<file path="src/rtl/cache_fill_fsm_pkg.sv">
// Shared types and constants for the cache miss-fill controller.
package cache_pkg;

  localparam int unsigned ADDR_W      = 16;
  localparam int unsigned BLOCK_WORDS = 8;
  localparam int unsigned WORD_IDX_W  = 3;
  localparam int unsigned CNT_W       = WORD_IDX_W + 1;

  localparam logic [ADDR_W-1:0] BLOCK_OFFSET_MASK = 16'hFFF0;

  typedef enum logic [1:0] {
    IDLE = 2'd0,
    FILL = 2'd1,
    TAG  = 2'd2
  } fillState_e;

endpackage

</file>
<file path="src/rtl/cache_fill_fsm_fill_counter.sv">
// Saturating word counter for one side (issue or receive) of a block fill.
module fill_counter
  import cache_pkg::*;
(
  input  logic             clk,
  input  logic             rst_n,
  input  logic             clear,
  input  logic             enable,
  output logic [CNT_W-1:0] count,
  output logic             done
);

  // Count enabled events, holding at BLOCK_WORDS once the block is complete.
  always_ff @(posedge clk) begin
    if (!rst_n) begin
      count <= '0;
    end else if (clear) begin
      count <= '0;
    end else if (enable && !done) begin
      count <= count + CNT_W'(1);
    end
  end

  assign done = (count == CNT_W'(BLOCK_WORDS));

endmodule

</file>
<file path="src/rtl/cache_fill_fsm.sv">
// Cache miss controller: fetches an 8-word block, writes the data array, then the tag.
module cache_fill_fsm
  import cache_pkg::*;
(
  input  logic                  clk,
  input  logic                  rst_n,
  input  logic                  miss_detected,
  input  logic [ADDR_W-1:0]     miss_address,
  output logic                  fsm_busy,
  output logic                  mem_read_en,
  output logic [ADDR_W-1:0]     memory_address,
  input  logic                  memory_data_valid,
  input  logic [15:0]           memory_data,
  output logic                  write_data_array,
  output logic [WORD_IDX_W-1:0] data_word_idx,
  output logic [15:0]           data_wdata,
  output logic                  write_tag_array,
  output logic [ADDR_W-1:0]     fill_block_base
);

  fillState_e        state;
  fillState_e        nextState;
  logic [ADDR_W-1:0] base;
  logic [ADDR_W-1:0] nextBase;
  logic              cntClear;
  logic              issueEn;
  logic              recvEn;
  logic [CNT_W-1:0]  issueCnt;
  logic [CNT_W-1:0]  recvCnt;
  logic              issueDone;
  logic              recvDone;

  fill_counter u_issueCnt (
    .clk    (clk),
    .rst_n  (rst_n),
    .clear  (cntClear),
    .enable (issueEn),
    .count  (issueCnt),
    .done   (issueDone)
  );

  fill_counter u_recvCnt (
    .clk    (clk),
    .rst_n  (rst_n),
    .clear  (cntClear),
    .enable (recvEn),
    .count  (recvCnt),
    .done   (recvDone)
  );

  // State, latched block base and busy flag.
  always_ff @(posedge clk) begin
    if (!rst_n) begin
      state    <= IDLE;
      base     <= '0;
      fsm_busy <= 1'b0;
    end else begin
      state    <= nextState;
      base     <= nextBase;
      fsm_busy <= (nextState != IDLE);
    end
  end

  // Next state; issue and receive sides advance independently during FILL.
  always_comb begin
    nextState = state;
    nextBase  = base;
    cntClear  = 1'b0;
    issueEn   = 1'b0;
    recvEn    = 1'b0;
    case (state)
      IDLE: begin
        if (miss_detected) begin
          nextState = FILL;
          nextBase  = miss_address & BLOCK_OFFSET_MASK;
          cntClear  = 1'b1;
        end
      end
      FILL: begin
        issueEn = !issueDone;
        recvEn  = memory_data_valid && !recvDone;
        if (recvDone || (recvEn && (recvCnt == CNT_W'(BLOCK_WORDS - 1)))) begin
          nextState = TAG;
        end
      end
      TAG: begin
        nextState = IDLE;
        cntClear  = 1'b1;
      end
      default: begin
        nextState = IDLE;
      end
    endcase
  end

  // Word addresses stay inside the block: the offset is OR'd into an aligned base.
  assign mem_read_en      = (state == FILL) && !issueDone;
  assign memory_address   = mem_read_en ? (base | ADDR_W'({issueCnt, 1'b0})) : '0;
  assign write_data_array = recvEn;
  assign data_word_idx    = recvCnt[WORD_IDX_W-1:0];
  assign data_wdata       = memory_data;
  assign write_tag_array  = (state == TAG);
  assign fill_block_base  = base;

endmodule
</file>
<file path="config.mk">
export PLATFORM = sky130hd
export DESIGN_NAME = cache_fill_fsm
export DESIGN_NICKNAME = d
export VERILOG_FILES = /design/src/rtl/cache_fill_fsm_pkg.sv /design/src/rtl/cache_fill_fsm_fill_counter.sv /design/src/rtl/cache_fill_fsm.sv
export SDC_FILE = /design/constraint.sdc
export NUM_CORES = 1
export LEC_CHECK = 0
export ABC_AREA = 1
export BUFFER_PORTS_ARGS = -buffer_cell sky130_fd_sc_hd__clkbuf_2
export CORE_MARGIN = 10
export CORE_UTILIZATION = 45
export CTS_BUF_LIST = sky130_fd_sc_hd__clkbuf_8 sky130_fd_sc_hd__clkbuf_16
export DETAILED_ROUTE_END_ITERATION = 10
export PLACE_DENSITY = 0.83
export SYNTH_ARGS = -nofsm -noshare
export SYNTH_HDL_FRONTEND = slang
export SYNTH_HIERARCHICAL = 1
export SYNTH_SLANG_ARGS = --single-unit
</file>
<file path="constraint.sdc">
create_clock -name clk -period 4.2 [get_ports clk]
set_clock_uncertainty 0.2 [all_clocks]
set_input_delay 0.63 -clock clk [delete_from_list [all_inputs] [get_ports clk]]
set_output_delay 0.63 -clock clk [all_outputs]
set_load 0.05 [all_outputs]
</file>
### After elaboration in Yosys (flattened, before gate mapping)

Cells that the tools add are included.
Widths: inputs -> output; s select.

| cells by class | value |
|---|---|
| add/sub/neg operators | 2 |
| equality and inequality tests | 5 |
| multiplexer cells | 8 |
| bitwise operators | 2 |
| reduce and logical (&&, ||, !) cells | 12 |

Operators with widths:

| kind | count |
|---|---|
| $mux 16 | 1 |
| $or 16x5->16 | 1 |
| $add 4x1->4 const B | 2 |
| $eq 4x4->1 const B | 2 |
| $logic_and 1x1->1 | 5 |
| $eq 4x3->1 const B | 1 |
| $mux 2 | 2 |
| $pmux 2 s2 | 1 |
| $mux 1 | 3 |
| $eq 2x1->1 const B | 1 |
| $eq 2x2->1 const B | 1 |
| $logic_not 1->1 | 2 |
| $logic_not 2->1 | 1 |
| $pmux 1 s2 | 1 |
| $reduce_and 2->1 | 1 |
| $reduce_bool 2->1 | 1 |
| $reduce_or 2->1 | 1 |
| $logic_or 1x1->1 | 1 |
| $not 1->1 | 1 |

| word-level totals | value |
|---|---|
| flip-flop bits (word level) | 23 |
| bits of input ports | 36 |
| output and inout bits | 55 |
| logic and storage cells | 34 |

### Logic depth before layout (Yosys ltp)

Gate-level depths: netlist of run 1.

| depth | value |
|---|---|
| depth in word-level cells | 8 |
| mapped depth | 12 |
| depth with buffers taken out | 11 |

### Cells and area by module

The synthesis of run 1 kept the hierarchy.

By module, submodules not included:

| module | instances | cells each | area an instance (um^2) | sequential area each (um^2) |
|---|---|---|---|---|
| cache_fill_fsm | 1 | 132 | 943.4 | 300.3 |
| fill_counter | 2 | 33 | 231.5 | 80.1 |

### Worst setup path after synthesis of run 1

Ideal clock, no wire load.

| timing | value |
|---|---|
| path type | register to output |
| start point | reg u_recvCnt.count[0] |
| end point | out write_data_array |
| data arrival time | 2.126 ns |
| required time | 3.370 ns |
| path slack | 1.244 ns |
| stages on the path, launching flop included | 8 |
| buffers on the path | 0 |
| cell sequence | dfxtp_1 > inv_1 > ha_1 > nand3_2 > inv_1 > inv_1 > nand2_1 > nor2_1 |

| between the ends | value |
|---|---|
| word-level cells in the longest chain between the ends | 4 |

RTL lines:

| what | RTL line | text |
|---|---|---|
| start: declaration | cache_fill_fsm_fill_counter.sv:9 | `output logic [CNT_W-1:0] count,` |
| start signal: assignment | cache_fill_fsm_fill_counter.sv:20 | `count <= count + CNT_W'(1);` |
| $eq 4x4->1 | cache_fill_fsm_fill_counter.sv:24 | `assign done = (count == CNT_W'(BLOCK_WORDS));` |
| via recvDone | cache_fill_fsm.sv:31 | `logic recvDone;` |
| $logic_not 1->1 | cache_fill_fsm.sv:81 | `recvEn = memory_data_valid && !recvDone;` |
| $logic_and 1x1->1 | cache_fill_fsm.sv:81 |  |
| $mux 1 | cache_fill_fsm.sv:71 | `case (state)` |
| end: declaration | cache_fill_fsm.sv:14 | `output logic write_data_array,` |

The timed path passes the listed nets, and every way through them passes these cells.

### Worst setup path after layout of run 1

| timing | value |
|---|---|
| start point | reg u_issueCnt.count[0] |
| end point | out mem_read_en |

| between the ends | value |
|---|---|
| word-level cells in the longest chain between the ends | 3 |

RTL lines:

| what | RTL line | text |
|---|---|---|
| start: declaration | cache_fill_fsm_fill_counter.sv:9 |  |
| start signal: assignment | cache_fill_fsm_fill_counter.sv:20 |  |
| $eq 4x4->1 | cache_fill_fsm_fill_counter.sv:24 |  |
| via issueDone | cache_fill_fsm.sv:30 | `logic issueDone;` |
| $logic_not 1->1 | cache_fill_fsm.sv:97 | `assign mem_read_en = (state == FILL) && !issueDone;` |
| $logic_and 1x1->1 | cache_fill_fsm.sv:97 |  |
| end: declaration | cache_fill_fsm.sv:10 | `output logic mem_read_en,` |

The timed path passes the listed nets, and every way through them passes these cells.

==> impl_metrics.ini, run 1 <==
[cells_and_area]
nets = 271
fin_cells = 274
layout-drive-gt1-share_pct = 29.1
antenna_cells = 0
synthToLayoutAreaGrowth_pct = 11.6

[timing]
fin_crit_sh_pct = 70.0
fmax_ghz = 0.340
worst_slew_pin_slew_ns = 0.614
period_minus_slack_ns = 2.94
finalSetupViolCount = 0
tns_ns = 0
max_slew_margin_pct = 58.6
final_max_slew_viol_count = 0
rsz0062_at_grt = no
finalHoldViolations = 0

[power]
ir_worst_vdd_mv = 0.216
total_leakage_power_nw = 0.774
pwr_density_cell_nw_per_um2 = 360

[detailed_routing]
drc_errors = 0
drtPass1Iterations = 4
antenna_left = 0
via_per_inst = 4.31
vias = 1181
drt_wl_total_mm = 3.00
wl_per_cell_um = 11.0
drt_iter0_drc = 59

[grt]
gr-total-overflow = 0
grt_pass1_wl_mm = 5.16
grt_max_degree = 17
grt_pass1_vias = 1151
gr-usage-all-layers_pct = 10.3
antenna_found_initial = 0

[worst_setup_path]
worstPathMaxFanout = 16
crit-reg2reg-launch = u_issueCnt/count[0]
path_cells = inv_1, ha_1, nand3_2, inv_1, or2_1, buf_4, inv_1, clkbuf_2
worst_setup_path_end_kind = output pin
path_delay_family = buffers and inverters
critPathMostFrequentCell = inv_1
crit_arrival_ns = 2.11
start_kind = flip-flop
cpPeakStageDelay_ns = 0.42
crit_slowest_cell = dfxtp_1
cp_num_buf_inv = 5
rrSetupSlack_ns = 2.06
required_ns = 3.37
reg2reg_to = u_issueCnt/count[3]
crit_type = flip-flop to output pin
rr_worst_depth = 10

[floorplanning]
rows = 20
dieHeight_um = 75.9
start_util_pct = 46.4
die-area_um2 = 5760
io_pins = 91
die_w_um = 75.9
coreArea_um2 = 3030

[placement]
dp.cells = 270
hpwl_mm = 2.39
portBuffers = 49
place_congestion = 0.715

[hold_path]
worstHoldStart = fill_block_base[7]
hold_class = flip-flop to flip-flop
min_to = fill_block_base[7]
holdPathStages = 2

[cts]
cts.path.max_buffers = 2
postCtsResizedCells = 0
htree_num_levels = 1
numCtsBuffers = 3
cts.sinks = 23
clk_pin_slew_ns = 0.08
cts_root_buf = clkbuf_8
cts_tree = done
ctsHoldBuffers = 0
clk_latency_ns = 0.26
postCtsSetupRepairBufs = 0

[synthesis]
yosys-top-cells-area = dfxtp_1 (33%), nor2_1 (12%), buf_4 (12%), inv_1 (9.3%), nor2_4 (8.8%)
synth-edff-count = 0
syn_area_per_cell_um2 = 7.10
syn_area_um2 = 1410
synth_top_cell_by_area = dfxtp_1
synthFlopType = dfxtp_1
synth_top_area_share_pct = 32.7
syn_inst = 198
synthArstFlopShare_pct = 0
synthTopCellsByCount = nor2_1 (46), inv_1 (35), dfxtp_1 (23)
yosysMostFrequentCell = nor2_1
yosysWarnings = 6
synth-seq-cells = 23
synth_seq_area_share_pct = 32.7
yosysUniqueCellTypes = 21

[status]
outcome = finished, final reports clean

[flow_run]
drv_cap = 0
[placed cells by master, fill, tap and decap left out, types with 3 or more instances in the layout]
cell,Yosys,final
a21oi_1,5,5
clkbuf_2,1,49
clkbuf_8,0,3
conb_1,1,5
dfxtp_1,23,23
ha_1,4,4
inv_1,35,36
nand2_1,17,17
nand3_1,8,8
nor2_1,46,46
nor2_4,11,11
o21ai_0,13,13
[power by group]
part           internal [mW]  total, mW  switching (mW)
clock network         0.0651      0.131          0.0658
logic                 0.0431      0.188           0.145
registers              0.233      0.246          0.0129
total                  0.342      0.565           0.223
[cell type report]
| class | count | area [um2] |
|---|---|---|
| clock inverter | 1 | 3.75 |
| timing repair buffer | 50 | 253 |
| multi-input combinational | 118 | 624 |
| clock buffer | 3 | 41.3 |
| fill | 313 | 1460 |
| inverter | 35 | 131 |
| tap | 44 | 55.1 |
| sequential | 23 | 460 |
[worst reg2reg max path: cells and delay by family, from the launching register on]
family        cells  cell delay [ns]
fa+ha+maj         1             0.22
buf+inv           4             0.55
flops             1             0.42
simple gates      5             0.64
[cell families after synthesis]
family	synth area share [%]
flops	32.7
fa+ha+maj	3.56
simple gates	31.7
other cells	0.267
buf+inv	23.9
compound gates	7.83
[how the worst max path moves through the flow]
stage / from / end / slack [ns] / cells past startpoint
final: u_issueCnt/count[0] / mem_read_en / 1.26 / 8
after global placement: u_issueCnt/count[0] / mem_read_en / 1.55 / 8
after detailed placement: u_issueCnt/count[0] / mem_read_en / 1.53 / 8
after global routing: u_issueCnt/count[0] / mem_read_en / 1.10 / 8
after floorplan: u_recvCnt/count[0] / write_data_array / 1.24 / 7
after CTS: u_issueCnt/count[0] / mem_read_en / 1.24 / 8
[per-stage QoR]
stage | worst slack, ns | cell area (um2) | hold WS, ns | utilization, % | power [mW]
after floorplan | 1.24 | 1420 | 0.301 | - | 0.452
after global placement | 1.55 | 1520 | 0.287 | 50.3 | 0.438
after detailed placement | 1.53 | 1520 | 0.294 | 50.3 | 0.441
after CTS | 1.24 | 1570 | 0.305 | 51.8 | 0.571
after global routing | 1.10 | 1570 | 0.328 | 51.8 | 0.595
final | 1.26 | 1570 | 0.302 | 51.8 | 0.565
[registers in the layout (all words and copies together), names as in the netlist]
name / count
fill_block_base: 12
fsm_busy: 1
state: 2
u_issueCnt/count: 4
u_recvCnt/count: 4
[metal layers]
layer / track usage [%] / vias to the layer above / wire [um]
met5: 0 / - / 0
met4: 2.84 / 0 / 17
met3: 5.54 / 4 / 318
met2: 17.0 / 34 / 1450
met1: 11.0 / 510 / 1220
li1: - / 633 / -
(Power assumes the default switching activity.)
==> inputs of run 2 (changes only) <==
- ABC_AREA: 1 -> 0
- CORE_UTILIZATION: 45 -> 37
- PLACE_DENSITY: 0.83 -> 0.74
- clock period: 4.2 -> 2.5 ns (I/O delays scaled with it)
==> run 2 against run 1 <==
Compared with the run above: clock power grew 76%; cell count decreased by 13%; cell area is 0.16% lower; synthesized area decreased by 5.9%; synthesized cell count shrank 20%; setup slack got worse by 1.1 ns; die area up 11%; flip-flop and latch count unchanged; critical path type unchanged.
==> impl_metrics.ini, run 2 <==
[grt]
grt_max_degree = 22
grt_pass1_wl_mm = 4.66
antenna_found_initial = 0
grt_pass1_vias = 1010
gr-total-overflow = 0
gr-usage-all-layers_pct = 8.92

[power]
ir_worst_vdd_mv = 0.168
pwr_density_cell_nw_per_um2 = 549
p_clk_share_pct = 26.7
p_comb_share_pct = 26.7
p_int_mw = 0.561
p_sw_mw = 0.299
total_leakage_power_nw = 0.720
p_sw_share_pct = 34.8
power_frac_seq_pct = 46.6

[timing]
fin_crit_sh_pct = 94.7
rsz0062_at_grt = no
period_minus_slack_ns = 2.37
final_max_slew_viol_count = 0
fmax_ghz = 0.423
finalSetupViolCount = 0
tns_ns = 0
finalHoldViolations = 0
setup_ws_ns = 0.133

[cts]
cts_tree = done
clk_latency_ns = 0.26
cts_root_buf = clkbuf_8
numCtsBuffers = 3
cts.path.max_buffers = 2
cts.sinks = 23
htree_num_levels = 1
clk_pin_slew_ns = 0.08
ctsHoldBuffers = 0

[cells_and_area]
synthToLayoutAreaGrowth_pct = 18.3
largest_reg_flops = 12
final_common_cell = clkbuf_2
nets = 233
nFillCells = 343
layout-drive-gt1-share_pct = 36.5
antenna_cells = 0
layout_common_cells = clkbuf_2 (33), nand2_1 (30), dfxtp_1 (19)

[floorplanning]
io_pins = 91
die-area_um2 = 6370
die_w_um = 79.8
dieHeight_um = 79.8
rows = 21
coreArea_um2 = 3390
start_util_pct = 39.1

[synthesis]
yosysWarnings = 6
synth-edff-count = 0
yosys-top-cells-area = dfxtp_1 (35%), buf_4 (12%), nand2_1 (8.5%), and2_1 (7.1%), a21boi_1 (5.7%)
syn_inst = 158
synth-seq-cells = 23
synthArstFlopShare_pct = 0
synth_top_area_share_pct = 34.8
yosysUniqueCellTypes = 29
yosysMostFrequentCell = nand2_1
synthFlopType = dfxtp_1
syn_area_um2 = 1320
synth_seq_area_share_pct = 34.8
synthTopCellsByCount = nand2_1 (30), dfxtp_1 (23), buf_4 (22)
syn_area_per_cell_um2 = 8.38
synth_top_cell_by_area = dfxtp_1

[detailed_routing]
wl_per_cell_um = 12.2
antenna_left = 0
via_per_inst = 4.53
drt_wl_total_mm = 2.91
drtPass1Iterations = 4
drt_iter0_drc = 18
vias = 1078
drc_errors = 0

[worst_setup_path]
start_kind = flip-flop
crit_type = flip-flop to output pin
crit_arrival_ns = 1.79
crit-reg2reg-launch = u_recvCnt/count[0]
required_ns = 1.92
worstPathMaxFanout = 21
reg2reg_to = u_recvCnt/count[2]
worst_setup_path_end_kind = output pin
rr_worst_depth = 9
rrSetupSlack_ns = 0.48

[placement]
hpwl_mm = 2.26
portBuffers = 49
place_congestion = 0.769
preCtsSetupSlack_ns = 0.267

[hold_path]
holdPathStages = 3
hold_class = input pin to flip-flop
worstHoldStart = miss_address[10]
min_to = fill_block_base[10]

[flow_run]
drv_cap = 0

[status]
outcome = finished, final reports clean
## run 2: cell count changes in the layout (fill, tap and decap cells not counted), moves of 8 or more
cell / previous run / this run
inv_1: 36 / 7
clkbuf_2: 49 / 33
nor2_4: 11 / 0
clkbuf_4: 0 / 16
nor2_1: 46 / 5
nand2_1: 17 / 30
and2_1: 0 / 14
o21ai_0: 13 / 5
a21boi_1: 0 / 10
## run 2: routing by layer
metal | vias to the layer above | track usage, % | part of all wire (%)
li1 | 554 | - | -
met1 | 480 | 9.30 | 41
met2 | 36 | 14.6 | 46
met3 | 8 | 4.62 | 12
met4 | 0 | 4.23 | 1.6
met5 | - | 0 | 0
## run 2: through the flow
step	power, mW	hold WS [ns]	std cells	instance area [um2]	util (%)
final	0.860	0.119	238	1570	46.2
after global routing	0.912	0.112	238	1570	46.2
after CTS	0.876	0.108	238	1550	45.8
after detailed placement	0.636	0.256	234	1470	43.3
after global placement	0.634	0.250	234	1470	43.3
after floorplan	0.660	0.278	162	1340	-
## run 2: cell type report
class | instances | area, um2 | area share [%]
clock buffer | 3 | 41.3 | 2.64
clock inverter | 1 | 5.00 | 0.319
inverter | 9 | 33.8 | 2.16
multi-input combinational | 105 | 659 | 42.1
sequential | 23 | 465 | 29.7
tap | 46 | 57.6 | 3.67
timing repair buffer | 51 | 304 | 19.4
## run 2: cells by family after synthesis
kind of cell | count (synthesis) | synth area share (%)
AO/OA/AOI/OAI | 26 | 13.7
XOR/XNOR | 2 | 1.32
adder cells (fa/ha/maj) | 4 | 3.78
buffers and inverters | 34 | 17.0
flip-flops | 23 | 34.8
other | 1 | 0.283
AND/OR/NAND/NOR | 68 | 29.1
## run 2: repair_timing
item | CTS | global route
setup buffers | 0 | 0
setup endpoints to repair | 15 | 17
resized for setup | 15 | 7
## run 2: worst max-delay path, stage by stage (launching register included)
cell and delay (ns):
dfxtp_2 0.36, inv_1 0.06, ha_1 0.22, nand3b_4 0.09, inv_2 0.06, nor3b_4 0.17, buf_6 0.19, and2_1 0.15
clkbuf_4 0.23
## run 2: power by group through the flow
stage | combinational, mW | clock [mW] | sequential, mW
after floorplan | 0.201 | 0 | 0.459
after global placement | 0.225 | 0 | 0.409
after detailed placement | 0.227 | 0 | 0.409
after CTS | 0.231 | 0.244 | 0.401
after global routing | 0.246 | 0.262 | 0.404
final | 0.230 | 0.230 | 0.401
## run 2: worst max path at each step
stage / cells past startpoint / endpoint / start / slack, ns
after floorplan: 9 / u_recvCnt/count[2] / u_recvCnt/count[1] / 0.02
after global placement: 8 / memory_address[11] / u_issueCnt/count[0] / 0.30
after detailed placement: 8 / memory_address[3] / u_issueCnt/count[0] / 0.27
after CTS: 8 / memory_address[3] / u_issueCnt/count[0] / 0.02
after global routing: 8 / memory_address[13] / u_issueCnt/count[0] / 0.02
final: 8 / memory_address[3] / u_issueCnt/count[0] / 0.13
==> inputs of run 3 (changes only) <==
- ABC_AREA: 0 -> 1
- CORE_UTILIZATION: 37 -> 38
- TNS_END_PERCENT: default -> 10
==> run 3 against run 2 <==
Compared with the run above: sequential share of layout area shrank 2.5 points; via count grew 11%; flip-flop and latch count is the same; global-route usage grew 0.63 points; clock power is essentially flat; wire length grew 6.3%; largest cell class unchanged.
==> impl_metrics.ini, run 3 (synthesized netlist as in run 1, its figures left out) <==
[power]
ir_worst_vdd_mv = 0.334
total_leakage_power_nw = 0.807
p_total_mw = 0.984
pwr_density_cell_nw_per_um2 = 581

[worst_setup_path]
crit_slowest_cell = dfxtp_2
cp_num_cells = 8
critPathMostFrequentCell = inv_1
crit_arrival_ns = 1.79
worstPathMaxFanout = 12
cpPeakStageDelay_ns = 0.37
path_cells = inv_1, ha_1, nand3_2, inv_1, or2_4, buf_12, nor2_4, clkbuf_4
start_kind = flip-flop
rr_worst_depth = 10
worst_setup_path_end_kind = output pin
cp_num_buf_inv = 4
required_ns = 1.92
crit_type = flip-flop to output pin
path_delay_family = buffers and inverters

[detailed_routing]
via_per_inst = 4.27
drt_iter0_drc = 67
antenna_left = 0
vias = 1196
drt_wl_total_mm = 3.09
drc_errors = 0
wl_per_cell_um = 11.0
drtPass1Iterations = 4

[cells_and_area]
synthToLayoutAreaGrowth_pct = 20.6
nets = 273
multi_input_area_um2 = 632
layout_common_cells = nor2_1 (44), inv_1 (35), clkbuf_2 (33)
post-route-util_pct = 47.0
final_common_cell = nor2_1
nFillCells = 388
seq_area_um2 = 462
antenna_cells = 0
fin_cells = 280
design_area_um2 = 1700
layout-drive-gt1-share_pct = 31.9
largest_reg_flops = 12

[cts]
cts.path.max_buffers = 2
clk_pin_slew_ns = 0.09
numCtsBuffers = 3
postCtsSetupRepairBufs = 0
htree_num_levels = 1
cts_tree = done
cts_root_buf = clkbuf_8
cts.sinks = 23
clk_latency_ns = 0.26

[floorplanning]
coreArea_um2 = 3610
start_util_pct = 39.0
die-area_um2 = 6530
die_w_um = 80.8
dieHeight_um = 80.8
rows = 22
io_pins = 91

[grt]
gr-usage-all-layers_pct = 9.55
grt_pass1_wl_mm = 5.01
grt_pass1_vias = 1132
grt_max_degree = 17
gr-total-overflow = 0
antenna_found_initial = 0

[placement]
preCtsSetupSlack_ns = 0.240
hpwl_mm = 2.40
place_congestion = 0.789
placed_cell_area_um2 = 1600
dp.cells = 276
portBuffers = 49

[timing]
hold_ws_ns = 0.156
finalSetupViolCount = 0
fin_crit_sh_pct = 94.5
max_slew_margin_pct = 58.0
tns_ns = 0
final_max_slew_viol_count = 0
finalHoldViolations = 0
fmax_ghz = 0.423
setup_ws_ns = 0.138
worst_slew_pin_slew_ns = 0.623
rsz0062_at_grt = no
period_minus_slack_ns = 2.36

[flow_run]
drv_cap = 0

[status]
outcome = finished, final reports clean

[hold_path]
holdPathStages = 3
hold_class = input pin to flip-flop
-- run 3: changes by cell type in the layout (fill, tap and decap cells not counted), sizes merged, moves of 4 or more --
cell	delta
a21boi	-11
and2	-15
buf	+6
clkbuf	-5
inv	+26
nand2	-12
nand3	+5
nor2	+52
nor3b	-4
o21ai	+8
-- run 3: repair_timing --
| item | in CTS | in global routing |
|---|---|---|
| hold buffers | 0 | 0 |
| endpoints found under the setup margin | 13 | 13 |
| gates resized for setup | 15 | 4 |
-- run 3: routing by layer --
layer | routed length, um | up-vias | global-route usage [%]
li1 | - | 638 | -
met1 | 1380 | 518 | 10.1
met2 | 1370 | 38 | 16.4
met3 | 316 | 2 | 4.42
met4 | 24 | 0 | 3.29
met5 | 0 | - | 0
-- run 3: final cells by class --
cell class / count / share of cell area [%]
Inverter: 35 / 7.75
Clock buffer: 3 / 2.44
Multi-Input combinational cell: 118 / 37.3
Tap cell: 48 / 3.54
Sequential cell: 23 / 27.2
Timing Repair Buffer: 52 / 21.5
Clock inverter: 1 / 0.295
-- run 3: tightest hold or removal path: stages --
cell and delay (ns):
clkbuf_2 0.07, o21ai_0 0.07, nor2_1 0.07
-- run 3: power breakdown --
| group | switching [mW] | internal (mW) |
|---|---|---|
| sequential | 0.0196 | 0.392 |
| clock | 0.120 | 0.111 |
| combinational | 0.249 | 0.0924 |
-- run 3: final timing paths --
| check | slack, ns | end | startpoint |
|---|---|---|---|
| worst max-delay path | 0.14 | memory_address[10] | u_issueCnt/count[1] |
| worst min-delay path | 0.16 | fill_block_base[11] | miss_address[11] |
| worst max register to register | 0.62 | u_issueCnt/count[3] | u_issueCnt/count[1] |
| worst min register to register | 0.31 | fill_block_base[14] | fill_block_base[14] |
